--- src/rtl/ahb_dma_pkg.sv ---
// Purpose : shared types and constants for the AHB DMA channel arbiter.
// Latency : n/a (package only).
// Backpres: n/a.
package ahb_dma_pkg;

  // Width of one per-channel priority field as carried on pri_ch/pri_out/gnt_pri.
  localparam int PRI_W = 3;

  // Arbiter grant FSM.
  typedef enum logic [1:0] {
    IDLE  = 2'd0,
    GRANT = 2'd1,
    BUSY  = 2'd2
  } arb_state_t;

endpackage

--- src/rtl/ahb_dma_rr_pick.sv ---
// Purpose : round-robin find-first over an eligibility mask, starting just after i_last.
// Latency : combinational.
// Backpres: none; pure function of inputs.
//
// Ports:
//   i_mask  [N-1:0]  eligible channels
//   i_last  [W-1:0]  previously served channel (searched last)
//   o_idx   [W-1:0]  first eligible index after i_last, wrapping
//   o_found          at least one bit of i_mask set
module ahb_dma_rr_pick #(
  parameter int N = 12,
  parameter int W = $clog2(N)
) (
  input  logic [N-1:0] i_mask,
  input  logic [W-1:0] i_last,
  output logic [W-1:0] o_idx,
  output logic         o_found
);

  logic         w_hi_found;
  logic [W-1:0] w_hi_idx;
  logic         w_lo_found;
  logic [W-1:0] w_lo_idx;

  // Two scans instead of an explicit rotate: the "hi" scan finds the first
  // eligible index strictly above i_last; if there is none, the search wraps
  // and the plain lowest eligible index wins (which may be i_last itself).
  always_comb begin
    w_hi_found = 1'b0;
    w_hi_idx   = '0;
    w_lo_found = 1'b0;
    w_lo_idx   = '0;
    for (int j = 0; j < N; j++) begin
      if (i_mask[j] && !w_lo_found) begin
        w_lo_found = 1'b1;
        w_lo_idx   = W'(j);
      end
      if (i_mask[j] && (j > int'(i_last)) && !w_hi_found) begin
        w_hi_found = 1'b1;
        w_hi_idx   = W'(j);
      end
    end
  end

  assign o_idx   = w_hi_found ? w_hi_idx : w_lo_idx;
  assign o_found = w_lo_found;

endmodule

--- src/rtl/ahb_dma_ch_arb.sv ---
// Purpose : DMA channel arbiter; highest effective priority wins, round-robin among ties,
//           with a grant/ack/done handshake toward the transfer engine.
// Latency : grant visible 1 cycle after a request is sampled in IDLE; pri_out 1 cycle.
// Backpres: a grant is held until gnt_ack or withdrawal; no new grant until ch_done
//           plus one dead cycle; no preemption.
//
// Ports:
//   clk, rst_n            clock, async active-low reset
//   valid   [CH_NUM-1:0]  per-channel request
//   pri_ch  [3*CH_NUM-1:0] per-channel priority, channel k at [3k+2:3k]
//   gnt_ack, ch_done      engine accepts grant / finished transfer
//   pri_out               registered max effective priority of valid channels
//   gnt_valid, gnt_ch, gnt_pri  grant offer
//   busy                  granted transfer in progress
module ahb_dma_ch_arb
  import ahb_dma_pkg::*;
#(
  parameter int CH_NUM     = 12,
  parameter int PRI_LEVELS = 8,
  parameter int CH_W       = $clog2(CH_NUM)
) (
  input  logic                    clk,
  input  logic                    rst_n,
  input  logic [CH_NUM-1:0]       valid,
  input  logic [PRI_W*CH_NUM-1:0] pri_ch,
  input  logic                    gnt_ack,
  input  logic                    ch_done,
  output logic [PRI_W-1:0]        pri_out,
  output logic                    gnt_valid,
  output logic [CH_W-1:0]         gnt_ch,
  output logic [PRI_W-1:0]        gnt_pri,
  output logic                    busy
);

  // PRI_LEVELS is a power of two, so masking with LEVELS-1 keeps exactly
  // log2(PRI_LEVELS) low bits.
  localparam logic [PRI_W-1:0] LVL_MASK = PRI_W'(PRI_LEVELS - 1);

  logic [PRI_W-1:0] w_eff [CH_NUM];
  logic [PRI_W-1:0] w_max;
  logic [CH_NUM-1:0] w_elig;
  logic [CH_W-1:0]  w_win;
  logic             w_found;

  arb_state_t       r_state;
  logic [PRI_W-1:0] r_pri_out;
  logic             r_gnt_valid;
  logic [CH_W-1:0]  r_gnt_ch;
  logic [PRI_W-1:0] r_gnt_pri;
  logic             r_busy;
  logic [CH_W-1:0]  r_last_ch;

  always_comb begin
    for (int k = 0; k < CH_NUM; k++) begin
      w_eff[k] = pri_ch[k*PRI_W +: PRI_W] & LVL_MASK;
    end
  end

  // Maximum effective priority over requesting channels; 0 when none request.
  always_comb begin
    w_max = '0;
    for (int k = 0; k < CH_NUM; k++) begin
      if (valid[k] && (w_eff[k] > w_max)) begin
        w_max = w_eff[k];
      end
    end
  end

  always_comb begin
    for (int k = 0; k < CH_NUM; k++) begin
      w_elig[k] = valid[k] && (w_eff[k] == w_max);
    end
  end

  ahb_dma_rr_pick #(
    .N (CH_NUM),
    .W (CH_W)
  ) u_rr_pick (
    .i_mask  (w_elig),
    .i_last  (r_last_ch),
    .o_idx   (w_win),
    .o_found (w_found)
  );

  // pri_out tracks the request set every cycle regardless of FSM state.
  always_ff @(posedge clk or negedge rst_n) begin
    if (!rst_n) begin
      r_pri_out <= '0;
    end else begin
      r_pri_out <= w_max;
    end
  end

  always_ff @(posedge clk or negedge rst_n) begin
    if (!rst_n) begin
      r_state     <= IDLE;
      r_gnt_valid <= 1'b0;
      r_gnt_ch    <= '0;
      r_gnt_pri   <= '0;
      r_busy      <= 1'b0;
      r_last_ch   <= CH_W'(CH_NUM - 1);
    end else begin
      case (r_state)
        IDLE: begin
          // w_found is set exactly when any channel requests.
          if (w_found) begin
            r_gnt_ch    <= w_win;
            r_gnt_pri   <= w_max;
            r_gnt_valid <= 1'b1;
            r_state     <= GRANT;
          end
        end
        GRANT: begin
          // Ack wins over a same-cycle withdrawal; only an accepted grant
          // advances the round-robin pointer.
          if (gnt_ack) begin
            r_last_ch   <= r_gnt_ch;
            r_gnt_valid <= 1'b0;
            r_busy      <= 1'b1;
            r_state     <= BUSY;
          end else if (!valid[r_gnt_ch]) begin
            r_gnt_valid <= 1'b0;
            r_state     <= IDLE;
          end
        end
        BUSY: begin
          if (ch_done) begin
            r_busy  <= 1'b0;
            r_state <= IDLE;
          end
        end
        default: begin
          r_gnt_valid <= 1'b0;
          r_busy      <= 1'b0;
          r_state     <= IDLE;
        end
      endcase
    end
  end

  assign pri_out   = r_pri_out;
  assign gnt_valid = r_gnt_valid;
  assign gnt_ch    = r_gnt_ch;
  assign gnt_pri   = r_gnt_pri;
  assign busy      = r_busy;

endmodule

--- config.mk ---
export PLATFORM = sky130hd
export DESIGN_NAME = ahb_dma_ch_arb
export DESIGN_NICKNAME = d
export VERILOG_FILES = /design/src/rtl/ahb_dma_pkg.sv /design/src/rtl/ahb_dma_rr_pick.sv /design/src/rtl/ahb_dma_ch_arb.sv
export SDC_FILE = /design/constraint.sdc
export NUM_CORES = 1
export LEC_CHECK = 0
export ABC_AREA = 1
export BUFFER_PORTS_ARGS = -buffer_cell sky130_fd_sc_hd__buf_2
export CORE_ASPECT_RATIO = 1.25
export CORE_MARGIN = 2
export CORE_UTILIZATION = 41
export DETAILED_ROUTE_END_ITERATION = 10
export PLACE_DENSITY = 0.64
export SYNTH_ARGS = -nofsm -noshare
export SYNTH_HDL_FRONTEND = slang
export SYNTH_SLANG_ARGS = --single-unit
export TNS_END_PERCENT = 20
--- constraint.sdc ---
create_clock -name clk -period 5.6 [get_ports clk]
set_clock_uncertainty 0.1 [all_clocks]
set_input_delay 0.84 -clock clk [delete_from_list [all_inputs] [get_ports clk]]
set_output_delay 0.84 -clock clk [all_outputs]
set_load 0.05 [all_outputs]
==> After elaboration in Yosys (flattened, before gate mapping) <==
Index checks and enable logic that the tools add are counted.
{ "word_totals": {"regBits": 18, "input_bits": 52, "out_inout_bits": 12} }
{ "classes": {"magnitude_cmp": 24, "n_eq_ne": 18, "n_mux": 72, "bitwise_logic": 2, "n_reduce_logical": 83} }
{ "ops": {"columns": ["operator", "count"], "rows": [
  ["$mux W3", 20],
  ["$logic_and A1 B1 Y1", 56],
  ["$eq A3 B3 Y1", 12],
  ["$mux W4", 9],
  ["$gt A3 B3 Y1", 11],
  ["$mux W1", 31],
  ["$logic_not A1 Y1", 21],
  ["$gt A3 B4 Y1 const A", 4],
  ["$gt A4 B4 Y1 const A", 4],
  ["$mux W2", 8],
  ["$reduce_and A3 Y1", 3],
  ["$gt A2 B4 Y1 const A", 2],
  ["$pmux W1 S3", 2],
  ["$pmux W2 S3", 1],
  ["$lt A4 B5 Y1 const B", 1],
  ["$bmux W1 S4", 1],
  ["$gt A1 B4 Y1 const A", 1],
  ["$ne A2 B2 Y1 const B", 2],
  ["$reduce_and A2 Y1", 2],
  ["$gt A3 B1 Y1 const B", 1],
  ["$ne A3 B3 Y1 const B", 1],
  ["$eq A2 B1 Y1 const B", 1],
  ["$eq A2 B2 Y1 const B", 1],
  ["$logic_not A2 Y1", 1],
  ["2 further kinds", 3]
]} }

==> Depth between registers and ports, before layout <==
{ "depth": {"word_depth": 74, "depth_mapped": 103, "depth_no_buf": 103} }

==> Cells and area by module <==
From an unflattened synthesis, not the netlist that was laid out.
{ "hier_totals": {"hier_cells": 583, "hier_area_um2": 3248.1} }
{ "modules_own_cells": {"columns": ["module", "instances", "cells_per_inst", "area_each_um2"], "rows": [
  ["ahb_dma_ch_arb", 1, 475, 2716.4],
  ["ahb_dma_rr_pick", 1, 108, 531.8]
]} }

==> Least setup slack after synthesis <==
Ideal clock, no wire load.
{ "synth_path": {"path_kind": "input -> register", "startpoint": "input port pri_ch[0]", "endpoint": "register r_gnt_ch[0], in the netlist gnt_ch[0]", "setup_ns": 0.118, "arrival_ns": 13.246, "required_ns": 5.382, "slack_ns": -7.864, "cell_stages": 94, "n_path_buf": 1, "cell_sequence": "inv_1 > nand3b_1 > nand2_1 > nor2_1 > inv_1 > ha_1 > nand3_1 > nand2_1 > inv_2 > nand2_4 > o21ai_0 > ha_1 > o21ai_0 > nand3_1 > nand3_2 > nand2_2 > o21a_1 > ha_1 > (+58 left out) > inv_1 > o21ai_1 > inv_1 > dlymetal6s2s_1 > o21ai_0 > a21oi_1 > nand2_1 > a21oi_1 > nand3_1 > nand2_1 > inv_2 > nand4_1 > nor2_1 > nand2_1 > inv_1 > nand3b_1 > nand2_1 > nand2_1"} }
{ "synth_between": {"elab_chain_cells": 73} }
{ "synth_rtl": {"columns": ["item", "line_no", "text"], "rows": [
  ["from (decl)", "ahb_dma_ch_arb.sv:25", "input logic [PRI_W*CH_NUM-1:0] pri_ch,"],
  ["$gt A3 B1 Y1", "ahb_dma_ch_arb.sv:63", "if (valid[k] && (w_eff[k] > w_max)) begin"],
  ["$logic_and A1 B1 Y1", "ahb_dma_ch_arb.sv:63", null],
  ["$mux W3 (*)", "ahb_dma_ch_arb.sv:63", null],
  ["$gt A3 B3 Y1", "ahb_dma_ch_arb.sv:63", null],
  ["$logic_and A1 B1 Y1", "ahb_dma_ch_arb.sv:63", null],
  ["$mux W3 (*)", "ahb_dma_ch_arb.sv:63", null],
  ["$gt A3 B3 Y1", "ahb_dma_ch_arb.sv:63", null],
  ["$logic_and A1 B1 Y1", "ahb_dma_ch_arb.sv:63", null],
  ["(+28 left out)", null, null],
  ["via w_max[2]", "ahb_dma_ch_arb.sv:40", "logic [PRI_W-1:0] w_max;"],
  ["(+29 left out)", null, null],
  ["$mux W1", "ahb_dma_rr_pick.sv:34", "if (i_mask[j] && !w_lo_found) begin"],
  ["$logic_not A1 Y1", "ahb_dma_rr_pick.sv:34", null],
  ["$logic_and A1 B1 Y1", "ahb_dma_rr_pick.sv:34", null],
  ["$mux W1", "ahb_dma_rr_pick.sv:34", null],
  ["$logic_not A1 Y1", "ahb_dma_rr_pick.sv:34", null],
  ["$logic_and A1 B1 Y1", "ahb_dma_rr_pick.sv:34", null],
  ["$mux W4 / $mux W1 (equally long branches)", "ahb_dma_rr_pick.sv:34", null],
  ["$mux W4 / $reduce_and A2 Y1 (equally long branches)", null, null],
  ["to (signal assigned)", "ahb_dma_ch_arb.sv:107", "r_gnt_ch <= w_win;"],
  ["to (decl)", "ahb_dma_ch_arb.sv:48", "logic [CH_W-1:0] r_gnt_ch;"]
]} }
Mark *: on every way through the listed nets, which the timed path passes. The rest lies on a longest branch.
A chain may end at the register's enable or synchronous reset.

==> Worst setup path in the final report <==
{ "layout_path": {"startpoint": "input port pri_ch[1]", "endpoint": "register r_gnt_ch[1], in the netlist gnt_ch[1]"} }
Same word-level chain as after synthesis.

==> impl_metrics.json <==
{
  "cts_buffers": 3,
  "cp_slowest_cell": "ha_1",
  "endpoint_kind": "flip-flop",
  "whs_ns": 0.370,
  "slowest_delay_ns": 0.29,
  "vias": 4520,
  "p_leak_uw": 0.00299,
  "rr_worst_depth": 12,
  "grt_pass1_wl_microns": 19200,
  "initial_core_util_pct": 42.1,
  "rsz0062_at_grt": "yes",
  "status": "finished with violations",
  "syn_to_final_growth_pct": 72.6,
  "path_common_cell": "nand2_2",
  "yosysSeqAreaShare_pct": 13.9,
  "synthDistinctLibCells": 44,
  "post-place-ws_ns": -8.11,
  "worstReg2RegStart": "r_last_ch[2]",
  "hp-class": "flip-flop to flip-flop",
  "antenna_cells": 0,
  "hold_viol": 0,
  "ys.flop_type": "dfrtp_1",
  "cp.required_ns": 5.65,
  "period_needed_ns": 13.14,
  "synth.ff_latch_count": 18,
  "timing.final.crit_share_pct": 235,
  "fp-row-count": 36,
  "wl_per_cell_microns": 14.5,
  "maxCapViolations": 0,
  "crit_type": "input port to flip-flop",
  "clkLatencyLatePin_ns": 0.26,
  "synthArstFlopShare_pct": 100,
  "reg2reg_setup_slack_ns": 3.52,
  "power.total_uw": 2290,
  "maxSlewViolCount": 0,
  "tightestPinTransition_ns": 0.442,
  "cp-start-kind": "input port",
  "die_width_microns": 83.8,
  "critPathLaunch": "pri_ch[1]",
  "cts_htree_levels": 1,
  "die_h_microns": 104,
  "finalNetCount": 843,
  "overflow": 0,
  "initialDrtViolationCount": 194,
  "synth_area_per_cell_sq_um": 6.12,
  "antenna_found_initial": 0,
  "dr.pass1.iters": 4,
  "syn_inst": 533,
  "critPathMaxFanout": 8,
  "first_global_vias": 4454,
  "root_buffer": "clkbuf_8",
  "max_clock_freq_mhz": 76.1,
  "tns_ns": -85.74,
  "setup_viol": 12,
  "wl_microns": 12600,
  "cts_tree": "built",
  "clockBufferDepth": 2,
  "core-area_sq_mm": 0.00775,
  "drive_above_1_share_pct": 54.8,
  "syn_nets": 600,
  "synth_area_sq_mm": 0.00326,
  "io_buffer_count": 63,
  "drc": 0,
  "violations": "setup timing",
  "io_pins": 64,
  "relSlewSlack_pct": 70.4,
  "crit_end": "gnt_ch[1]",
  "drtAntennaViolNets": 0,
  "gp_congestion": 0.944,
  "synth_edf_count": 0,
  "place_hpwl_microns": 8980,
  "cts-hold-fix-buffers": 0,
  "reg2reg_to": "gnt_ch[1]",
  "cts_num_sinks": 18,
  "worstPathArrival_ns": 13.19,
  "ys_warn_count": 0,
  "path_clk_slew_ns": 0.07,
  "finalWorstSetupSlack_ns": -7.54,
  "die_area_sq_mm": 0.00868,
  "grt_max_degree": 19,
  "power_density_mw_per_mm2": 407,
  "via_per_inst": 5.20,
  "track_usage_pct": 26.0,
  "peakVddDrop_v": 0.000358,
  "post-route-util_pct": 72.6
}
-- routing by layer --
layer / part of all wire, % / vias up / wire length [microns] / global-route usage, %
met2: 55 / 118 / 6940 / 50.5
li1: - / 2233 / - / -
met1: 39 / 2140 / 4960 / 29.9
met3: 3.4 / 29 / 422 / 1.83
met5: 0 / - / 0 / 0
met4: 2.0 / 0 / 257 / 7.37
-- metrics by stage --
stage | instances | area [sq um]
floorplan | 533 | 3310
global placement | 817 | 4690
detailed placement | 817 | 4690
CTS | 855 | 5220
global route | 870 | 5630
finish | 870 | 5630
-- layout make-up --
class                           instances  area (sq um)
Sequential cell                        18           454
Timing Repair inverter                  1          6.26
Tap cell                               95           119
Multi-Input combinational cell        411          2890
Fill cell                             599          2120
Clock buffer                            4          45.0
Inverter                              100           392
Timing Repair Buffer                  241          1720
-- cell families after synthesis --
logic type | count (synthesis) | synth area share, %
buf+inv | 105 | 13.4
simple gates | 283 | 45.9
xor+xnor | 5 | 1.80
compound gates | 107 | 19.2
flops | 18 | 13.9
fa+ha+maj | 15 | 5.76
-- worst min-delay path by stage --
stage	cells past startpoint	endpoint	startpoint
2_1_floorplan	2	r_last_ch[0]	r_last_ch[0]
3_3_place_gp	2	gnt_valid	gnt_valid
3_5_place_dp	2	gnt_valid	gnt_valid
4_1_cts	2	gnt_valid	gnt_valid
5_1_grt	2	gnt_valid	gnt_valid
6_report	2	gnt_valid	gnt_valid
-- repair_timing --
item	in CTS	in global routing
pin swaps	40	47
setup buffers	32	15
endpoints found under the setup margin	12	12
resized for setup	48	67
cloned	2	0
-- synthesized netlist by cell type (3+ instances only) --
| cell type | count | area (sq um) |
|---|---|---|
| xor2_1 | 3 | 26.3 |
| nand3_2 | 16 | 160 |
| nand3_1 | 38 | 190 |
| o22ai_1 | 6 | 37.5 |
| nor2_4 | 4 | 45.0 |
| nor2_1 | 28 | 105 |
| inv_2 | 7 | 26.3 |
| a21oi_1 | 36 | 180 |
| nand2_4 | 8 | 90.1 |
| nand2_1 | 119 | 447 |
| o21a_1 | 10 | 75.1 |
| o211ai_1 | 5 | 37.5 |
| nand4_1 | 12 | 75.1 |
| nor3_1 | 7 | 35.0 |
| nor2_2 | 7 | 43.8 |
| dfstp_2 | 3 | 78.8 |
| ha_1 | 15 | 188 |
| nand2_2 | 33 | 206 |
| dfrtp_1 | 15 | 375 |
| inv_1 | 91 | 342 |
| o21ai_0 | 32 | 160 |
| or2_2 | 5 | 31.3 |
| o21ai_1 | 6 | 30.0 |
-- report_power, final --
| group | internal, uW | switching (uW) |
|---|---|---|
| logic | 828 | 1110 |
| clock network | 50.6 | 42.6 |
| registers | 199 | 57.6 |
-- state kept, by name, summed over array words and instances, names as in the netlist --
register	flops
pri_out	3
gnt_ch	4
r_last_ch	4
gnt_valid	1
busy	1
gnt_pri	3
r_state	2
-- placed cells by master, fill, tap and decap left out, types with 15 or more instances in the layout --
master / n
o21ai_0: 20
nand3_1: 26
buf_2: 60
nand2_1: 102
inv_1: 84
nand2_2: 47
nand3_2: 24
buf_4: 172
dfrtp_1: 15
a21oi_1: 27
nor2_1: 18
-- worst max-delay path, delay by kind of cell --
kind                       cells  cell delay [ns]
AOI/OAI and AO/OA             22             3.61
adders and majority gates     11             2.72
buffers and inverters         13             1.06
and+or+nand+nor               48             4.95
(Power assumes the default switching activity.)
